[src/rtl/ee357_mcpu_cu_v2_pkg.sv]
// Shared constants for the multicycle MIPS control unit: opcodes, state
// encodings and the encodings of the multi-bit datapath selects.
package ee357_mcpu_pkg;

  localparam logic [5:0] OPC_LW    = 6'b100011;
  localparam logic [5:0] OPC_SW    = 6'b101011;
  localparam logic [5:0] OPC_RTYPE = 6'b000000;
  localparam logic [5:0] OPC_BEQ   = 6'b000100;
  localparam logic [5:0] OPC_BNE   = 6'b000101;
  localparam logic [5:0] OPC_J     = 6'b000010;
  localparam logic [5:0] OPC_ADDI  = 6'b001000;
  localparam logic [5:0] OPC_JAL   = 6'b000011;
  localparam logic [5:0] FN_JR     = 6'b001000;

  typedef enum logic [3:0] {
    S_FETCH   = 4'd0,
    S_DECODE  = 4'd1,
    S_MEMADR  = 4'd2,
    S_MEMRD   = 4'd3,
    S_MEMWB   = 4'd4,
    S_MEMWR   = 4'd5,
    S_EXEC    = 4'd6,
    S_RWB     = 4'd7,
    S_BEQ     = 4'd8,
    S_JMP     = 4'd9,
    S_ADDI_EX = 4'd10,
    S_ADDI_WB = 4'd11,
    S_JAL     = 4'd12,
    S_BNE     = 4'd13,
    S_TRAP    = 4'd14,
    S_JR      = 4'd15
  } state_t;

  localparam logic [1:0] ALUOP_ADD  = 2'b00;
  localparam logic [1:0] ALUOP_SUB  = 2'b01;
  localparam logic [1:0] ALUOP_FUNC = 2'b10;

  localparam logic [1:0] ALUB_B      = 2'b00;
  localparam logic [1:0] ALUB_4      = 2'b01;
  localparam logic [1:0] ALUB_IMM    = 2'b10;
  localparam logic [1:0] ALUB_IMM_SH = 2'b11;

  localparam logic [1:0] PCS_ALU = 2'b00;
  localparam logic [1:0] PCS_TGT = 2'b01;
  localparam logic [1:0] PCS_JMP = 2'b10;
  localparam logic [1:0] PCS_REG = 2'b11;

  localparam logic [1:0] RDST_RT  = 2'b00;
  localparam logic [1:0] RDST_RD  = 2'b01;
  localparam logic [1:0] RDST_R31 = 2'b10;

  localparam logic [1:0] MTOR_ALU = 2'b00;
  localparam logic [1:0] MTOR_MDR = 2'b01;
  localparam logic [1:0] MTOR_PC  = 2'b10;

  // States that wait on mem_ready and are therefore covered by the timeout.
  function automatic logic is_mem_state(state_t s);
    return (s == S_FETCH) || (s == S_MEMRD) || (s == S_MEMWR);
  endfunction

endpackage

[src/rtl/ee357_mcpu_cu_v2_if.sv]
// Control-unit bus: instruction fields and memory ready in, datapath strobes
// out. master = control unit, slave = datapath/memory side.
interface ee357_mcpu_cu_v2_if #(
  parameter int OP_W    = 6,
  parameter int STATE_W = 4
);
  logic [OP_W-1:0]    op;
  logic [OP_W-1:0]    func;
  logic               mem_ready;
  logic               pcw;
  logic               pcwc;
  logic               bne;
  logic               iord;
  logic               mr;
  logic               mw;
  logic               irw;
  logic               regw;
  logic [1:0]         mtor;
  logic [1:0]         rdst;
  logic               alusela;
  logic [1:0]         aluselb;
  logic [1:0]         aluop;
  logic               tw;
  logic [1:0]         pcs;
  logic               illegal_op;
  logic               mem_err;
  logic [STATE_W-1:0] state;

  modport master (
    input  op, func, mem_ready,
    output pcw, pcwc, bne, iord, mr, mw, irw, regw, mtor, rdst,
           alusela, aluselb, aluop, tw, pcs, illegal_op, mem_err, state
  );

  modport slave (
    output op, func, mem_ready,
    input  pcw, pcwc, bne, iord, mr, mw, irw, regw, mtor, rdst,
           alusela, aluselb, aluop, tw, pcs, illegal_op, mem_err, state
  );
endinterface

[src/rtl/ee357_mcpu_cu_v2_wait_timer.sv]
// Saturating count of consecutive not-ready cycles in a memory state; flags a
// timeout when the limit is reached and memory is still not ready.
module ee357_mcpu_wait_timer #(
  parameter int MAX_WAIT = 15
) (
  input  logic clk,
  input  logic rst,
  input  logic clear,
  input  logic inc,
  input  logic ready,
  output logic timeout
);
  localparam int CW = (MAX_WAIT < 2) ? 1 : $clog2(MAX_WAIT + 1);

  logic [CW-1:0] count;

  always_ff @(posedge clk or negedge rst) begin
    if (!rst) begin
      count <= '0;
    end else if (clear) begin
      count <= '0;
    end else if (inc && (count != {CW{1'b1}})) begin
      count <= count + CW'(1);
    end
  end

  // A ready in the limit cycle completes the access instead of trapping.
  assign timeout = (MAX_WAIT != 0) && inc && !ready && (count == CW'(MAX_WAIT));
endmodule

[src/rtl/ee357_mcpu_cu_v2.sv]
// Second-generation multicycle MIPS control unit (Moore FSM with memory wait
// timeout). Define EE357_MCPU_JR_EN to add the JR state (encoding 15).
module ee357_mcpu_cu_v2
  import ee357_mcpu_pkg::*;
#(
  parameter int OP_W     = 6,
  parameter int MAX_WAIT = 15,
  parameter int STATE_W  = 4
) (
  input logic               clk,
  input logic               rst,
  ee357_mcpu_cu_v2_if.master cu
);
  state_t st;
  logic   in_mem, tmr_clear, tmr_inc, timeout;
  logic   op_lw, op_sw, op_rtype, op_beq, op_bne, op_j, op_jal, op_addi;
  logic   is_jr, legal;

  assign op_lw    = (cu.op == OP_W'(OPC_LW));
  assign op_sw    = (cu.op == OP_W'(OPC_SW));
  assign op_rtype = (cu.op == OP_W'(OPC_RTYPE));
  assign op_beq   = (cu.op == OP_W'(OPC_BEQ));
  assign op_bne   = (cu.op == OP_W'(OPC_BNE));
  assign op_j     = (cu.op == OP_W'(OPC_J));
  assign op_jal   = (cu.op == OP_W'(OPC_JAL));
  assign op_addi  = (cu.op == OP_W'(OPC_ADDI));
  assign legal    = op_lw | op_sw | op_rtype | op_beq | op_bne | op_j | op_jal | op_addi;

`ifdef EE357_MCPU_JR_EN
  assign is_jr = op_rtype && (cu.func == OP_W'(FN_JR));
`else
  assign is_jr = 1'b0;
`endif

  // Any ready in a memory state ends that state, so it also restarts the count.
  assign in_mem    = is_mem_state(st);
  assign tmr_inc   = in_mem && !cu.mem_ready;
  assign tmr_clear = !in_mem || cu.mem_ready;

  ee357_mcpu_wait_timer #(.MAX_WAIT(MAX_WAIT)) u_timer (
    .clk     (clk),
    .rst     (rst),
    .clear   (tmr_clear),
    .inc     (tmr_inc),
    .ready   (cu.mem_ready),
    .timeout (timeout)
  );

  always_ff @(posedge clk or negedge rst) begin
    if (!rst) begin
      st <= S_FETCH;
    end else begin
      case (st)
        S_FETCH: begin
          if (timeout)           st <= S_TRAP;
          else if (cu.mem_ready) st <= S_DECODE;
        end
        S_DECODE: begin
          if (op_lw || op_sw)    st <= S_MEMADR;
          else if (is_jr)        st <= S_JR;
          else if (op_rtype)     st <= S_EXEC;
          else if (op_beq)       st <= S_BEQ;
          else if (op_bne)       st <= S_BNE;
          else if (op_j)         st <= S_JMP;
          else if (op_jal)       st <= S_JAL;
          else if (op_addi)      st <= S_ADDI_EX;
          else                   st <= S_FETCH;
        end
        S_MEMADR: begin
          if (op_lw)             st <= S_MEMRD;
          else if (op_sw)        st <= S_MEMWR;
          else                   st <= S_FETCH;
        end
        S_MEMRD: begin
          if (timeout)           st <= S_TRAP;
          else if (cu.mem_ready) st <= S_MEMWB;
        end
        S_MEMWR: begin
          if (timeout)           st <= S_TRAP;
          else if (cu.mem_ready) st <= S_FETCH;
        end
        S_EXEC:                  st <= S_RWB;
        S_ADDI_EX:               st <= S_ADDI_WB;
        S_TRAP:                  st <= S_TRAP;
        default:                 st <= S_FETCH;
      endcase
    end
  end

  always_comb begin
    cu.pcw        = 1'b0;
    cu.pcwc       = 1'b0;
    cu.bne        = 1'b0;
    cu.iord       = 1'b0;
    cu.mr         = 1'b0;
    cu.mw         = 1'b0;
    cu.irw        = 1'b0;
    cu.regw       = 1'b0;
    cu.mtor       = MTOR_ALU;
    cu.rdst       = RDST_RT;
    cu.alusela    = 1'b0;
    cu.aluselb    = ALUB_B;
    cu.aluop      = ALUOP_ADD;
    cu.tw         = 1'b0;
    cu.pcs        = PCS_ALU;
    cu.illegal_op = 1'b0;
    cu.mem_err    = 1'b0;
    case (st)
      S_FETCH: begin
        // Held low while rst is asserted so reset never produces a PC/IR write.
        cu.mr      = 1'b1;
        cu.aluselb = ALUB_4;
        cu.pcs     = PCS_ALU;
        cu.pcw     = cu.mem_ready & rst;
        cu.irw     = cu.mem_ready & rst;
      end
      S_DECODE: begin
        cu.aluselb    = ALUB_IMM_SH;
        cu.tw         = 1'b1;
        cu.illegal_op = !legal;
      end
      S_MEMADR: begin
        cu.alusela = 1'b1;
        cu.aluselb = ALUB_IMM;
      end
      S_MEMRD: begin
        cu.iord = 1'b1;
        cu.mr   = 1'b1;
      end
      S_MEMWB: begin
        cu.regw = 1'b1;
        cu.mtor = MTOR_MDR;
        cu.rdst = RDST_RT;
      end
      S_MEMWR: begin
        cu.iord = 1'b1;
        cu.mw   = 1'b1;
      end
      S_EXEC: begin
        cu.alusela = 1'b1;
        cu.aluselb = ALUB_B;
        cu.aluop   = ALUOP_FUNC;
      end
      S_RWB: begin
        cu.regw = 1'b1;
        cu.rdst = RDST_RD;
        cu.mtor = MTOR_ALU;
      end
      S_BEQ, S_BNE: begin
        cu.pcwc    = 1'b1;
        cu.alusela = 1'b1;
        cu.aluop   = ALUOP_SUB;
        cu.pcs     = PCS_TGT;
        cu.bne     = (st == S_BNE);
      end
      S_JMP: begin
        cu.pcw = 1'b1;
        cu.pcs = PCS_JMP;
      end
      S_ADDI_EX: begin
        cu.alusela = 1'b1;
        cu.aluselb = ALUB_IMM;
        cu.aluop   = ALUOP_ADD;
      end
      S_ADDI_WB: begin
        cu.regw = 1'b1;
        cu.rdst = RDST_RT;
        cu.mtor = MTOR_ALU;
      end
      S_JAL: begin
        cu.pcw  = 1'b1;
        cu.pcs  = PCS_JMP;
        cu.regw = 1'b1;
        cu.rdst = RDST_R31;
        cu.mtor = MTOR_PC;
      end
      S_TRAP: begin
        cu.mem_err = 1'b1;
      end
`ifdef EE357_MCPU_JR_EN
      S_JR: begin
        cu.pcw = 1'b1;
        cu.pcs = PCS_REG;
      end
`endif
      default: begin
      end
    endcase
  end

  assign cu.state = STATE_W'(st);
endmodule

[src/flat_wrapper.sv]
// flat-port wrapper written by rule: the top's interface ports become plain ports
module ee357_mcpu_cu_v2_flat import ee357_mcpu_pkg::*;
#(
  parameter int OP_W     = 6,
  parameter int MAX_WAIT = 15,
  parameter int STATE_W  = 4
)
  (clk, rst, cu_op, cu_func, cu_mem_ready, cu_pcw, cu_pcwc, cu_bne, cu_iord, cu_mr, cu_mw, cu_irw, cu_regw, cu_mtor, cu_rdst, cu_alusela, cu_aluselb, cu_aluop, cu_tw, cu_pcs, cu_illegal_op, cu_mem_err, cu_state);
  ee357_mcpu_cu_v2_if #(.OP_W(OP_W), .STATE_W(STATE_W)) cu_i ();
  input logic clk;
  input logic rst;
  input wire logic [$bits(cu_i.op)-1:0] cu_op;
  input wire logic [$bits(cu_i.func)-1:0] cu_func;
  input wire logic [$bits(cu_i.mem_ready)-1:0] cu_mem_ready;
  output wire logic [$bits(cu_i.pcw)-1:0] cu_pcw;
  output wire logic [$bits(cu_i.pcwc)-1:0] cu_pcwc;
  output wire logic [$bits(cu_i.bne)-1:0] cu_bne;
  output wire logic [$bits(cu_i.iord)-1:0] cu_iord;
  output wire logic [$bits(cu_i.mr)-1:0] cu_mr;
  output wire logic [$bits(cu_i.mw)-1:0] cu_mw;
  output wire logic [$bits(cu_i.irw)-1:0] cu_irw;
  output wire logic [$bits(cu_i.regw)-1:0] cu_regw;
  output wire logic [$bits(cu_i.mtor)-1:0] cu_mtor;
  output wire logic [$bits(cu_i.rdst)-1:0] cu_rdst;
  output wire logic [$bits(cu_i.alusela)-1:0] cu_alusela;
  output wire logic [$bits(cu_i.aluselb)-1:0] cu_aluselb;
  output wire logic [$bits(cu_i.aluop)-1:0] cu_aluop;
  output wire logic [$bits(cu_i.tw)-1:0] cu_tw;
  output wire logic [$bits(cu_i.pcs)-1:0] cu_pcs;
  output wire logic [$bits(cu_i.illegal_op)-1:0] cu_illegal_op;
  output wire logic [$bits(cu_i.mem_err)-1:0] cu_mem_err;
  output wire logic [$bits(cu_i.state)-1:0] cu_state;
  assign cu_i.op = cu_op;
  assign cu_i.func = cu_func;
  assign cu_i.mem_ready = cu_mem_ready;
  assign cu_pcw = cu_i.pcw;
  assign cu_pcwc = cu_i.pcwc;
  assign cu_bne = cu_i.bne;
  assign cu_iord = cu_i.iord;
  assign cu_mr = cu_i.mr;
  assign cu_mw = cu_i.mw;
  assign cu_irw = cu_i.irw;
  assign cu_regw = cu_i.regw;
  assign cu_mtor = cu_i.mtor;
  assign cu_rdst = cu_i.rdst;
  assign cu_alusela = cu_i.alusela;
  assign cu_aluselb = cu_i.aluselb;
  assign cu_aluop = cu_i.aluop;
  assign cu_tw = cu_i.tw;
  assign cu_pcs = cu_i.pcs;
  assign cu_illegal_op = cu_i.illegal_op;
  assign cu_mem_err = cu_i.mem_err;
  assign cu_state = cu_i.state;
  ee357_mcpu_cu_v2 #(.OP_W(OP_W), .MAX_WAIT(MAX_WAIT), .STATE_W(STATE_W)) u_core (.clk(clk), .rst(rst), .cu(cu_i));
endmodule
[config.mk]
export PLATFORM = sky130hd
export DESIGN_NAME = ee357_mcpu_cu_v2_flat
export DESIGN_NICKNAME = d
export VERILOG_FILES = /design/src/rtl/ee357_mcpu_cu_v2_pkg.sv /design/src/rtl/ee357_mcpu_cu_v2_if.sv /design/src/rtl/ee357_mcpu_cu_v2_wait_timer.sv /design/src/rtl/ee357_mcpu_cu_v2.sv /design/src/flat_wrapper.sv
export SDC_FILE = /design/constraint.sdc
export NUM_CORES = 1
export LEC_CHECK = 0
export BUFFER_PORTS_ARGS = -buffer_cell sky130_fd_sc_hd__buf_2
export CAP_MARGIN = 20
export CORE_UTILIZATION = 46
export CTS_CLUSTER_DIAMETER = 50
export DETAILED_ROUTE_END_ITERATION = 8
export PLACE_DENSITY = 0.79
export SLEW_MARGIN = 5
export SYNTH_ARGS = -nofsm -noshare
export SYNTH_HDL_FRONTEND = slang
export SYNTH_SLANG_ARGS = --single-unit
[constraint.sdc]
create_clock -name clk -period 2.5 [get_ports clk]
set_input_delay 0.25 -clock clk [delete_from_list [all_inputs] [get_ports clk]]
set_output_delay 0.25 -clock clk [all_outputs]
set_load 0.01 [all_outputs]
### After elaboration in Yosys (flattened, before gate mapping)

Cells that the tools add are included.

| word-level totals | value |
|---|---|
| register bits | 8 |
| input port bits | 15 |

| cells by class | value |
|---|---|
| add/sub/neg operators | 1 |
| equality and inequality tests | 26 |
| mux-type cells | 35 |
| bitwise gates (word level) | 8 |
| reduce and logical (&&, ||, !) cells | 22 |

Operators with widths:

| operator | number |
|---|---|
| $mux 4 | 16 |
| $eq 4x4->1 const B | 8 |
| $pmux 4 s8 | 1 |
| $eq 4x3->1 const B | 4 |
| $pmux 2 s2 | 4 |
| $eq 6x2->1 const B | 2 |
| $eq 6x3->1 const B | 2 |
| $eq 6x6->1 const B | 2 |
| $mux 1 | 11 |
| $reduce_or 2->1 | 5 |
| $ne 3x2->1 const B | 3 |
| $eq 4x2->1 const B | 2 |
| $or 1x1->1 | 7 |
| $eq 6x4->1 const B | 1 |
| $logic_not 6->1 | 1 |
| $pmux 2 s3 | 1 |
| $reduce_or 5->1 | 1 |
| $add 4x1->4 const B | 1 |
| $eq 4x1->1 const B | 1 |
| $logic_and 1x1->1 | 4 |
| $logic_not 4->1 | 1 |
| $logic_or 1x1->1 | 4 |
| $ne 4x4->1 const B | 1 |
| $reduce_or 4->1 | 1 |
| 6 further kinds | 8 |

### Longest topological paths before layout

Gate-level depths: netlist (run 1).

| logic depth | value |
|---|---|
| word-level depth | 10 |
| gate-level depth with buffers | 6 |

### Hierarchy

Synthesis (run 1) repeated with hierarchy kept, for this count alone.

| second synthesis, totals | value |
|---|---|
| cell total of the unflattened synthesis | 136 |
| area total of the unflattened synthesis | 1003.5 um2 |

By module, submodules not included:

| module | times used | cells each | area each (um2) | sequential area each (um2) |
|---|---|---|---|---|
| ee357_mcpu_cu_v2 | 1 | 114 | 772.0 | 100.1 |
| ee357_mcpu_wait_timer | 1 | 22 | 231.5 | 100.1 |

### Worst setup path before layout (run 1)

Ideal clock, no wire load.

| timing path | value |
|---|---|
| path type | reg-to-output |
| from | register u_core.st[0] (netlist: u_core.cu.state[0]) |
| to | output port cu_pcw |
| arrival time | 1.529 ns |
| required time | 2.250 ns |
| slack | 0.721 ns |
| cell stages (with the launch flop) | 5 |
| path buffers | 1 |
| path through | dfrtp_1 > clkbuf_1 > xor2_1 > nor3b_1 > or2_2 |

| on the way | value |
|---|---|
| cells in the longest elaborated chain, start to end | 3 |
| elaborated cells on any way between the ends | 5 |
| those cells by class | 2 x eq/ne; 1 x mux; 2 x reduce/logical |

Ends and longest elaborated chain:

| what | line | text |
|---|---|---|
| start, declared | ee357_mcpu_cu_v2.sv:14 | `state_t st;` |
| start signal, assigned | ee357_mcpu_cu_v2.sv:51 | `st <= S_FETCH;` |
| start signal, assigned | ee357_mcpu_cu_v2.sv:55 | `if (timeout) st <= S_TRAP;` |
| start signal, assigned | ee357_mcpu_cu_v2.sv:56 | `else if (cu.mem_ready) st <= S_DECODE;` |
| $eq 4x4->1 | ee357_mcpu_cu_v2.sv:108 | `case (st)` |
| $reduce_or 2->1 (no line) | - |  |
| $pmux 1 s2 (*) | ee357_mcpu_cu_v2.sv:108 |  |
| end, declared | flat_wrapper.sv:15 | `output wire logic [$bits(cu_i.pcw)-1:0] cu_pcw;` |

Mark *: on every way between the ends. The rest lies on a longest branch, timed or not.

### Final worst setup path (run 1)

| timing path | value |
|---|---|
| from | register u_core.st[2] (netlist: u_core.cu.state[2]) |
| to | register u_core.st[0] (netlist: u_core.cu.state[0]) |

| on the way | value |
|---|---|
| cells in the longest elaborated chain, start to end | 8 |
| elaborated cells on any way between the ends | 21 |
| those cells by class | 10 x eq/ne; 4 x mux; 7 x reduce/logical |

Ends and longest elaborated chain:

| what | line | text |
|---|---|---|
| $eq 4x2->1 / $logic_not 4->1 (equally long branches) | ee357_mcpu_cu_v2_pkg.sv:58, ee357_mcpu_cu_v2.sv:53 |  |
| $logic_or 1x1->1 (2 in a row) | ee357_mcpu_cu_v2_pkg.sv:58 | `return (s == S_FETCH) \|\| (s == S_MEMRD) \|\| (s == S_MEMWR);` |
| $logic_and 1x1->1 | ee357_mcpu_cu_v2.sv:37 | `assign tmr_inc = in_mem && !cu.mem_ready;` |
| $logic_and 1x1->1 (2 in a row) | ee357_mcpu_cu_v2_wait_timer.sv:28 | `assign timeout = (MAX_WAIT != 0) && inc && !ready && (count == CW'(MAX_WAIT));` |
| $mux 4, or another cell as far along | ee357_mcpu_cu_v2.sv:79 | `if (timeout) st <= S_TRAP;` |
| $pmux 4 s8 / $reduce_and 3->1 (equally long branches) | - |  |

Parallel ways exist; a longest one is shown, timed or not.
A chain may end at the register's enable or synchronous reset.

==> results of run 1 <==
## what timing repair did
item,in CTS,in global routing
hold endpoints to repair,8,0
resized for setup,0,0
hold buffers,1,0
## worst max-delay path, cell delays in order, from the launching register on
cell and delay [ns]:
dfrtp_1 0.69, xnor2_1 0.17, a2111oi_0 0.83, a32oi_1 0.21, o21ai_0 0.12
## registers in the layout, summed over array words and instances (netlist names)
signal                cells
u_core.cu.state           4
u_core.u_timer.count      4
## report_power, final
group	total (W)	switching (W)	internal, W
Clock	0.000102	0.0000464	0.0000551
Sequential	0.000182	0.0000351	0.000147
Combinational	0.000296	0.000164	0.000132
## stage by stage
stage	std cells	hold slack, ns
finish	175	0.400
global route	175	0.405
CTS	175	0.368
detailed placement	171	0.108
global placement	171	0.0986
floorplan	121	-0.0456
## metal layers
layer	vias up	global-route usage (%)	routed length, um
met5	-	0	0
met2	45	40.3	1070
met1	457	31.1	1020
li1	513	-	-
met4	0	12.4	46
met3	6	5.16	127
## final timing paths
| kind | slack (ns) | endpoint | depth (start not counted) |
|---|---|---|---|
| worst min register to register | 0.57 | u_core.u_timer.count[3] | 1 |
| worst max register to register | 0.40 | u_core.cu.state[0] | 4 |
| worst max-delay path | 0.40 | u_core.cu.state[0] | 4 |
| min in group clk | 0.44 | u_core.u_timer.count[1] | 3 |
| max in group asynchronous | 1.93 | u_core.u_timer.count[2] | 2 |
| worst min-delay path | 0.40 | u_core.cu.state[1] | 2 |
## kinds of logic (layout without fill, tap and decap cells)
| group | count (synthesis) | count (layout) | share of synthesized area [%] |
|---|---|---|---|
| compound gates | 30 | 30 | 24.3 |
| buf+inv | 16 | 45 | 8.65 |
| xor+xnor | 6 | 6 | 5.96 |
| simple gates | 59 | 59 | 35.9 |
| flops | 8 | 8 | 22.7 |
| fa+ha+maj | 1 | 1 | 1.42 |
| mux | 1 | 1 | 1.13 |
## area by class of cell
type	count	area (sq um)	area share (%)
timing repair buffer	38	203	18.8
tap	25	31.3	2.90
multi-input combinational	97	606	56.2
clock buffer	3	22.5	2.09
inverter	4	15.0	1.39
sequential	8	200	18.6
## layout by cell type, fill, tap and decap left out, types with 3 or more instances in the layout
master	n
nor3_1	8
nand2_1	10
nor2_1	12
o21ai_0	6
buf_4	3
clkbuf_4	3
a31oi_1	4
nand3_1	5
and3_1	4
buf_2	34
xor2_1	4
nand2b_1	4
a32oi_1	3
nor4_1	3
a21oi_1	5
dfrtp_1	8
inv_1	3
==> summary.txt, run 1 <==
Place
  – Dpl hpwl: 1.62 mm
  – Post-Place Worst Slack: 0.458 ns
  – IO Port Bufs: 34
  – DP Area: around 1000 sq um
  – GPL Wtd Cong: 0.903

Critical path
  – Worst setup EP type: flop
  – Crit Reg-Reg Startpoint: u_core.cu.state[2]
  – CP Max Fanout: 18
  – Crit Path Category: reg2reg
  – Critical Path RT: 2.68 ns
  – Crit path launch type: flop
  – Crit path launch: u_core.cu.state[2]
  – CP Data Arrival Time: 2.27 ns

Routing
  – Total wire length: around 2.3 mm
  – Routed Antenna Nets: 0
  – Vias per inst: 5.83
  – Initial DRC Count: 46
  – Drt drc: 0
  – WL/cell: around 13 um
  – Via count: 1021
  – Drt pass-1 iters: 4

Logic synthesis
  – Top post-synthesis cells by area: dfrtp_1 23%, nor2_1 5.1%, nor3_1 4.5%, nand2_1 4.3%, xor2_1 4.0%
  – Post-Syn Area: 882 sq um
  – Top cell type's share of synthesized area: 22.7%
  – Top-count cell post-synth: nor2_1
  – Syn Inst Count: 121
  – Synth top cells by count: 12 x nor2_1, 10 x nand2_1, 8 x dfrtp_1, 8 x nor3_1, 7 x clkbuf_1
  – EDFF count, synth: 0
  – Yosys cell types: 41
  – Post-synth ARST share: between 90% and 100%
  – Cell taking the most area after synthesis: dfrtp_1
  – Main flop type after synthesis: dfrtp_1
  – Yosys warning count: 0
  – FF+latch count, synth: 8
  – Post-synthesis sequential area ratio: 22.7%
  – Syn Area/Cell: 7.29 sq um
  – Syn nets: 137

Timing
  – Max-slew headroom: a little over 40%
  – Worst Setup Slack, final: 0.402 ns
  – Setup Skew: 0.000208 ns
  – Final Setup Violations: 0
  – Setup TNS: 0 ns
  – Final period util: 83.9%
  – Worst Max-Slew Pin Slew: approximately 0.87 ns
  – Slew Viols, Final: 0
  – Fmax: 477 MHz
  – Period minus WS final: 2.10 ns
  – Hold Vio Cnt, Final: 0
  – RSZ-0062 raised after global routing: false

Global routing
  – Vias in the first global route: between 800 and 900
  – GR Overflow Total: 0
  – GRT Total Usage: 24.8%
  – First-pass GRT wire length: 3.73 mm
  – Antenna violations before repair: 0
  – Largest net degree at the start of global routing: 22

Status
  – Status: finished, final reports clean

Clock network
  – Total CTS buffers: 3
  – Root Buffer: clkbuf_4
  – Post-CTS setup buffer count: 0
  – CTS tree: done
  – Sink Count: 8
  – Clock Path Buffers: 2
  – H-tree lvl count: 1
  – Worst-path clk slew: 0.05 ns
  – Worst skew pair latency: 0.26 ns

Job
  – Max Cap Viol: 0

Cells and area
  – N_diodes: 0
  – Nets: 168
  – Area growth syn-to-layout: 22.1%
  – Fill cells: 180
  – Fraction of layout cells with a size suffix above 1: 30.7%
  – Final instance area: 1080 sq um
  – Layout Utilization: 61.1%

Worst hold path
  – Worst min path class: in2async

Floorplanning
  – Die height: 45.8 um
  – Core Area: 1760 sq um
  – Starting density of the core: 50.0%
  – # IOs: 41
  – Die footprint: 2100 sq um
  – Die Width: 45.8 um
  – Row cnt: 15

Pwr
  – Design Power: 0.000580 W
  – Static leakage: 0.505 nW
  – Max VDD drop: 0.377 mV
  – PD cells: 538 nW/um^2
Power figures use the tool's default switching activity.
==> inputs of run 2 (changes only) <==
ABC_AREA = 1   (was unset)
clock period = 2.1 ns   (was 2.5 ns; I/O delays follow)
==> run 2 against run 1 <==
Clock power grew 9.8%; register-to-register slack gained 0.11 ns; critical path type is now reg2out; die area shrank 1.8%.
==> summary.txt, run 2 <==
Status
  – Status: finished, final reports clean

Logic synthesis
  – Post-synthesis mux area share: 1.16% (+0.021 points)
  – Syn Area/Cell: 6.14 sq um (-16%)
  – Post-Syn Area: 866 sq um (-1.8%)
  – Compound-Gate Fraction of Synth Area: 8.53% (-16 points)
  – Largest family of logic cells by synthesized area: simple AND/OR/NAND/NOR gates
  – Post-synth ARST share: 100% (unchanged)
  – Syn Inst Count: 141 (+17%)
  – Main flop type after synthesis: dfrtp_1
  – EDFF count, synth: 0 (unchanged)
  – Adder-cell area share of the yosys netlist: 1.45% (+0.027 points)
  – Top-count cell post-synth: nor2_1
  – Syn nets: 157 (+15%)
  – Synth top cells by count: 28 x nor2_1, 27 x inv_1, 27 x nand2_1
  – FF+latch count, synth: 8 (unchanged)
  – Yosys warning count: 0 (unchanged)
  – Top post-synthesis cells by area: dfrtp_1 23%, nor2_1 12%, inv_1 12%, nand2_1 12%, nand3_1 7.5%
  – Synth Area in XOR/XNOR: 0% (-6.0 points)
  – Cell taking the most area after synthesis: dfrtp_1
  – Yosys cell types: 25 (-39%)
  – Post-Synth Simple-Gate Area: 52.3% (+16 points)
  – Top cell type's share of synthesized area: 23.1% (+0.43 points)
  – Post-synthesis sequential area ratio: 23.1% (+0.43 points)

Timing
  – Hold Vio Cnt, Final: 0 (unchanged)
  – Slew Viols, Final: 0 (unchanged)
  – Final Setup Violations: 0 (unchanged)
  – Max-slew headroom: 69.0% (+29 points)
  – RSZ-0062 raised after global routing: false
  – Worst Setup Slack, final: 0.299 ns (-0.104 ns)
  – Final period util: 85.8%
  – Hold WS: 0.329 ns (-0.0706 ns)
  – Worst Max-Slew Pin Slew: 0.464 ns (-0.409 ns)
  – Period minus WS final: around 1.8 ns
  – Setup TNS: 0 ns (unchanged)
  – Fmax: 555 MHz
  – Setup Skew: 0.00127 ns (+0.00106 ns)

Critical path
  – Crit path launch type: flop
  – Length in cells of the worst reg-to-reg path: 8 (+4)
  – CP Max Fanout: 6 (-12)
  – CP Data Arrival Time: 1.59 ns (-0.68 ns)
  – Critical R2R Capture: u_core.cu.state[0]
  – Worst setup EP type: output pin
  – CP cell instances: nor2_1 -> inv_1 -> o21ai_0 -> or2_2 -> buf_2
  – Max stage delay cell, worst path: dfrtp_1
  – Worst reg2reg setup slack: 0.51 ns (+0.11 ns)
  – Crit Path Category: reg2out
  – Crit Reg-Reg Startpoint: u_core.u_timer.count[0]
  – Critical Path RT: 1.89 ns (-0.79 ns)
  – Worst stage delay on the critical path: 0.44 ns (-0.39 ns)

Cells and area
  – Commonest non-fill, non-tap cell in the layout: buf_2
  – Fill cells: 196 (+8.9%)
  – Most frequent cells in the layout: 34 x buf_2, 28 x nor2_1, 27 x inv_1, 27 x nand2_1, 13 x nand3_1
  – N_diodes: 0 (unchanged)
  – Fraction of layout cells with a size suffix above 1: 29.2% (-1.5 points)
  – Area growth syn-to-layout: 26.2%
  – Nets: 196 (+17%)

Floorplanning
  – Die height: 45.4 um (-0.88%)
  – # IOs: 41 (unchanged)
  – Die Width: 45.4 um (-0.88%)
  – Row cnt: 15 (unchanged)
  – Starting density of the core: 49.6% (-0.39 points)
  – Die footprint: 2060 sq um (-1.8%)
  – Core Area: 1750 sq um (-1.1%)

Clock network
  – Worst skew pair latency: 0.25 ns (about the same)
  – Root Buffer: clkbuf_4
  – Worst-path clk slew: 0.05 ns (about the same)
  – H-tree lvl count: 1 (unchanged)
  – Clock Path Buffers: 2 (unchanged)
  – Resized cells post-CTS: 0 (unchanged)
  – CTS tree: done
  – Post-CTS setup buffer count: 0 (unchanged)
  – Sink Count: 8 (unchanged)
  – Total CTS buffers: 3 (unchanged)

Routing
  – Via count: 982 (-3.8%)
  – Routed Antenna Nets: 0 (unchanged)
  – Drt drc: 0 (unchanged)
  – WL/cell: 9.75 um (-25%)
  – Drt pass-1 iters: 4 (unchanged)
  – Total wire length: 1.98 mm (-13%)
  – Initial DRC Count: 11 (-76%)
  – Vias per inst: 4.84 (-17%)

Pwr
  – Clock share of power: 13.8% (-3.7 points)
  – Net switching power: 0.000386 W (+57%)
  – Comb pwr share: 59.7% (+8.6 points)
  – Sequential Power Share: 26.6% (-4.8 points)
  – PD cells: 745 nW/um^2 (+38%)
  – Int Power: 0.000427 W (+28%)
  – Sw Ratio: 47.5% (+5.1 points)
  – Max VDD drop: 0.379 mV (+0.49%)
  – Static leakage: 0.714 nW (+41%)

Place
  – GPL Wtd Cong: 0.807 (-11%)
  – IO Port Bufs: 34 (unchanged)
  – Dpl hpwl: 1.72 mm (+6.3%)
  – Post-Place Worst Slack: 0.532 ns (+0.0745 ns)

Worst hold path
  – Worst min path class: in2async

Job
  – Max Cap Viol: 0 (unchanged)

Global routing
  – Vias in the first global route: 817 (-7.2%)
  – First-pass GRT wire length: 3.22 mm (-14%)
  – Largest net degree at the start of global routing: 10 (-55%)
  – GRT Total Usage: 21.3% (-3.6 points)
  – GR Overflow Total: 0 (unchanged)
  – Antenna violations before repair: 0 (unchanged)
-- run 2: cell count changes after synthesis, moves of 7 or more --
cell / previous run / this run
inv_1: 3 / 27
nand2_1: 10 / 27
nor2_1: 12 / 28
nand3_1: 5 / 13
clkbuf_1: 7 / 0
-- run 2: layout make-up --
class	instances	area (sq um)	share of cell area, %
clock buffer	3	22.5	2.06
inverter	29	109	9.97
multi-input combinational	103	549	50.3
sequential	8	200	18.3
tap	25	31.3	2.86
timing repair buffer	35	180	16.5
-- run 2: worst max path at each step --
stage / start / to / slack (ns) / cells past startpoint
CTS: u_core.cu.state[1] / cu_pcw / 0.29 / 5
detailed placement: u_core.u_timer.count[0] / u_core.cu.state[0] / 0.53 / 8
finish: u_core.cu.state[1] / cu_pcw / 0.30 / 5
global placement: u_core.u_timer.count[0] / u_core.cu.state[0] / 0.58 / 8
global route: u_core.cu.state[1] / cu_pcw / 0.17 / 5
floorplan: u_core.cu.state[1] / cu_pcw / 0.56 / 4
-- run 2: kinds of logic (layout without fill, tap and decap cells) --
family	Yosys count	after routing
AO/OA/AOI/OAI	12	12
adder cells (fa/ha/maj)	1	1
buffers and inverters	30	67
flip-flops	8	8
multiplexers	1	1
AND/OR/NAND/NOR	89	89
-- run 2: timing repair --
item                                    in CTS  in global routing
endpoints found under the setup margin       0                  0
endpoints found under the hold margin        8                  0
hold buffers                                 1                  0
-- run 2: stage by stage --
step	instance area (sq um)	power (W)	cells	utilization [%]
finish	1090	0.000813	203	62.6
global route	1090	0.000881	203	62.6
CTS	1090	0.000820	203	62.6
detailed placement	1060	0.000703	199	60.7
global placement	1060	0.000691	199	60.7
floorplan	866	0.000557	141	-
-- run 2: layer usage --
| metal | up-vias | part of all wire, % | global-route usage, % |
|---|---|---|---|
| li1 | 516 | - | - |
| met1 | 437 | 46 | 27.0 |
| met2 | 26 | 49 | 36.0 |
| met3 | 3 | 3.9 | 5.95 |
| met4 | 0 | 0.30 | 3.64 |
| met5 | - | 0 | 0 |
-- run 2: critical path: cells and delay by family (launching register included) --
kind | cells | cell delay (ns)
flops | 1 | 0.44
simple gates | 2 | 0.43
compound gates | 1 | 0.23
buf+inv | 2 | 0.23
-- run 2: power groups by stage --
stage	combinational, W	sequential [W]	clock (W)
2_1_floorplan	0.000339	0.000217	0
3_3_place_gp	0.000475	0.000216	0
3_5_place_dp	0.000485	0.000218	0
4_1_cts	0.000488	0.000215	0.000116
5_1_grt	0.000537	0.000218	0.000126
6_report	0.000485	0.000216	0.000112
==> inputs of run 3 (changes only) <==
CORE_MARGIN = 3   (was unset)
==> run 3 against run 2 <==
Sequential share of layout area is the same; clock power grew 6%; final area is the same; combinational power grew 0.8%; via count shrank 1.5%; die area grew 18%; first-iteration DRC count grew 120%; critical path depth is the same; flip-flop and latch count is the same; maximum frequency shrank 0.44%.
==> summary.txt, run 3 (same netlist as run 2, synthesis figures left out) <==
Status
  – Status: finished, final reports clean

Clock network
  – Root Buffer: clkbuf_4
  – Worst skew pair latency: 0.26 ns (about the same)
  – H-tree lvl count: 1 (unchanged)
  – Sink Count: 8 (unchanged)
  – Clock Path Buffers: 2 (unchanged)
  – Resized cells post-CTS: 0 (unchanged)
  – Total CTS buffers: 3 (unchanged)
  – CTS tree: done
  – Worst-path clk slew: 0.06 ns (about the same)

Routing
  – Vias per inst: 4.76 (-1.5%)
  – Via count: 967 (-1.5%)
  – Drt pass-1 iters: 5 (+1)
  – Initial DRC Count: 24 (+13)
  – Routed Antenna Nets: 0 (unchanged)
  – Drt drc: 0 (unchanged)
  – WL/cell: 10.5 um (+7.9%)
  – Total wire length: 2.14 mm (+7.9%)

Pwr
  – Design Power: 0.000822 W (+1.1%)
  – Clock share of power: 14.5% (+0.7 points)
  – PD cells: 753 nW/um^2 (+1.1%)
  – Sw Ratio: 48.0% (+0.50 points)
  – Net switching power: 0.000395 W (+2.1%)
  – Comb pwr share: 59.5% (-0.2 points)
  – Max VDD drop: 0.369 mV (-2.5%)
  – Static leakage: 0.714 nW (unchanged)
  – Sequential Power Share: 26.0% (-0.6 points)
  – Int Power: 0.000428 W (about the same)

Cells and area
  – Final Non-Filler Cells: 203 (unchanged)
  – Register area: 200 sq um (unchanged)
  – Multi-input gate area: 549 sq um (unchanged)
  – Nets: 196 (unchanged)
  – N_diodes: 0 (unchanged)
  – Commonest non-fill, non-tap cell in the layout: buf_2
  – Fraction of layout cells with a size suffix above 1: 29.2% (unchanged)
  – Area growth syn-to-layout: 26.2% (unchanged)
  – Fill cells: 175 (-11%)
  – Most frequent cells in the layout: 34 x buf_2, 28 x nor2_1, 27 x inv_1, 27 x nand2_1, 13 x nand3_1

Floorplanning
  – Core Area: 1750 sq um (unchanged)
  – Die footprint: 2440 sq um (+18%)
  – Die height: 49.4 um (+8.8%)
  – Starting density of the core: 49.6% (unchanged)
  – Die Width: 49.4 um (+8.8%)
  – # IOs: 41 (unchanged)
  – Row cnt: 15 (unchanged)

Critical path
  – Crit Reg-Reg Startpoint: u_core.u_timer.count[0]
  – Length in cells of the worst reg-to-reg path: 8 (unchanged)
  – Worst stage delay on the critical path: 0.44 ns (about the same)
  – CP Max Fanout: 6 (unchanged)
  – CP cell instances: nor2_1 -> inv_1 -> o21ai_0 -> or2_2 -> buf_2
  – Worst setup EP type: output pin
  – Crit. path cell count: 5 (unchanged)
  – Max stage delay cell, worst path: dfrtp_1
  – Crit Path Category: reg2out
  – Crit path launch type: flop
  – Critical Path RT: 1.89 ns (about the same)
  – CP Data Arrival Time: 1.60 ns (about the same)
  – Critical R2R Capture: u_core.cu.state[0]
  – Worst reg2reg setup slack: 0.51 ns (about the same)
  – CP Buf/Inv Count: 2 (unchanged)
  – CP delay by family, top: flip-flops

Timing
  – Max-slew headroom: 68.6% (-0.33 points)
  – Final period util: 86.2% (+0.38 points)
  – Hold Vio Cnt, Final: 0 (unchanged)
  – Setup TNS: 0 ns (unchanged)
  – Fmax: 553 MHz (-0.44%)
  – Setup Skew: 0.00749 ns (+0.00623 ns)
  – Final Setup Violations: 0 (unchanged)
  – Slew Viols, Final: 0 (unchanged)
  – Period minus WS final: 1.81 ns (+0.00799 ns)
  – RSZ-0062 raised after global routing: false
  – Worst Max-Slew Pin Slew: 0.469 ns (+0.00496 ns)

Place
  – IO Port Bufs: 34 (unchanged)
  – DP Cell Count: 199 (unchanged)
  – Dpl hpwl: 1.84 mm (+6.9%)
  – GPL Wtd Cong: 0.830 (+2.9%)

Global routing
  – GR Overflow Total: 0 (unchanged)
  – First-pass GRT wire length: 3.74 mm (+16%)
  – Antenna violations before repair: 0 (unchanged)
  – GRT Total Usage: 19.1% (-2.1 points)
  – Largest net degree at the start of global routing: 10 (unchanged)
  – Vias in the first global route: 908 (+11%)

Worst hold path
  – Worst min path class: in2async

Job
  – Max Cap Viol: 0 (unchanged)
[run 3: cell counts in the layout (fill, tap and decap cells not counted)]
Identical to the previous run, type by type.
[run 3: metrics by stage]
step	area (sq um)	hold slack [ns]	utilization (%)	setup WS [ns]
2_1_floorplan	866	-0.0856	-	0.561
3_3_place_gp	1060	0.0629	60.7	0.572
3_5_place_dp	1060	0.0636	60.7	0.503
4_1_cts	1090	0.319	62.6	0.271
5_1_grt	1090	0.341	62.6	0.180
6_report	1090	0.329	62.6	0.291
[run 3: repair_timing]
action	4_1_cts	5_1_grt
hold buffers	1	0
endpoints found under the hold margin	8	0
buffers inserted	0	0
[run 3: area by class of cell]
class / instances / share of cell area, %
Timing Repair Buffer: 35 / 16.5
Inverter: 29 / 9.97
Multi-Input combinational cell: 103 / 50.3
Sequential cell: 8 / 18.3
Clock buffer: 3 / 2.06
Tap cell: 25 / 2.86
[run 3: worst max path at each step]
stage               slack (ns)               startpoint                 end
finish                    0.29       u_core.cu.state[1]              cu_pcw
global route              0.18       u_core.cu.state[1]              cu_pcw
CTS                       0.27       u_core.cu.state[1]              cu_pcw
detailed placement        0.50  u_core.u_timer.count[0]  u_core.cu.state[0]
global placement          0.57  u_core.u_timer.count[0]  u_core.cu.state[0]
floorplan                 0.56       u_core.cu.state[1]              cu_pcw
[run 3: metal layers]
| metal | global-route usage, % | part of all wire (%) | vias to the layer above |
|---|---|---|---|
| met1 | 22.5 | 44 | 419 |
| met5 | 0 | 0 | - |
| met2 | 35.3 | 50 | 30 |
| met3 | 4.89 | 5.5 | 2 |
| li1 | - | - | 516 |
| met4 | 2.76 | 0.42 | 0 |
[run 3: power by group through the flow]
stage | Combinational [W] | Clock (W) | Sequential [W]
2_1_floorplan | 0.000339 | 0 | 0.000217
3_3_place_gp | 0.000479 | 0 | 0.000216
3_5_place_dp | 0.000492 | 0 | 0.000216
4_1_cts | 0.000494 | 0.000122 | 0.000214
5_1_grt | 0.000545 | 0.000131 | 0.000216
6_report | 0.000489 | 0.000119 | 0.000213
[run 3: worst register-to-register path, cell delays in order (launching register included)]
cell     delay, ns
dfrtp_1       0.38
ha_1          0.18
nand2_1       0.07
nor2_1        0.38
nand3_4       0.16
nand2_1       0.09
nand3_1       0.07
nand2_1       0.08
o21ai_2       0.05
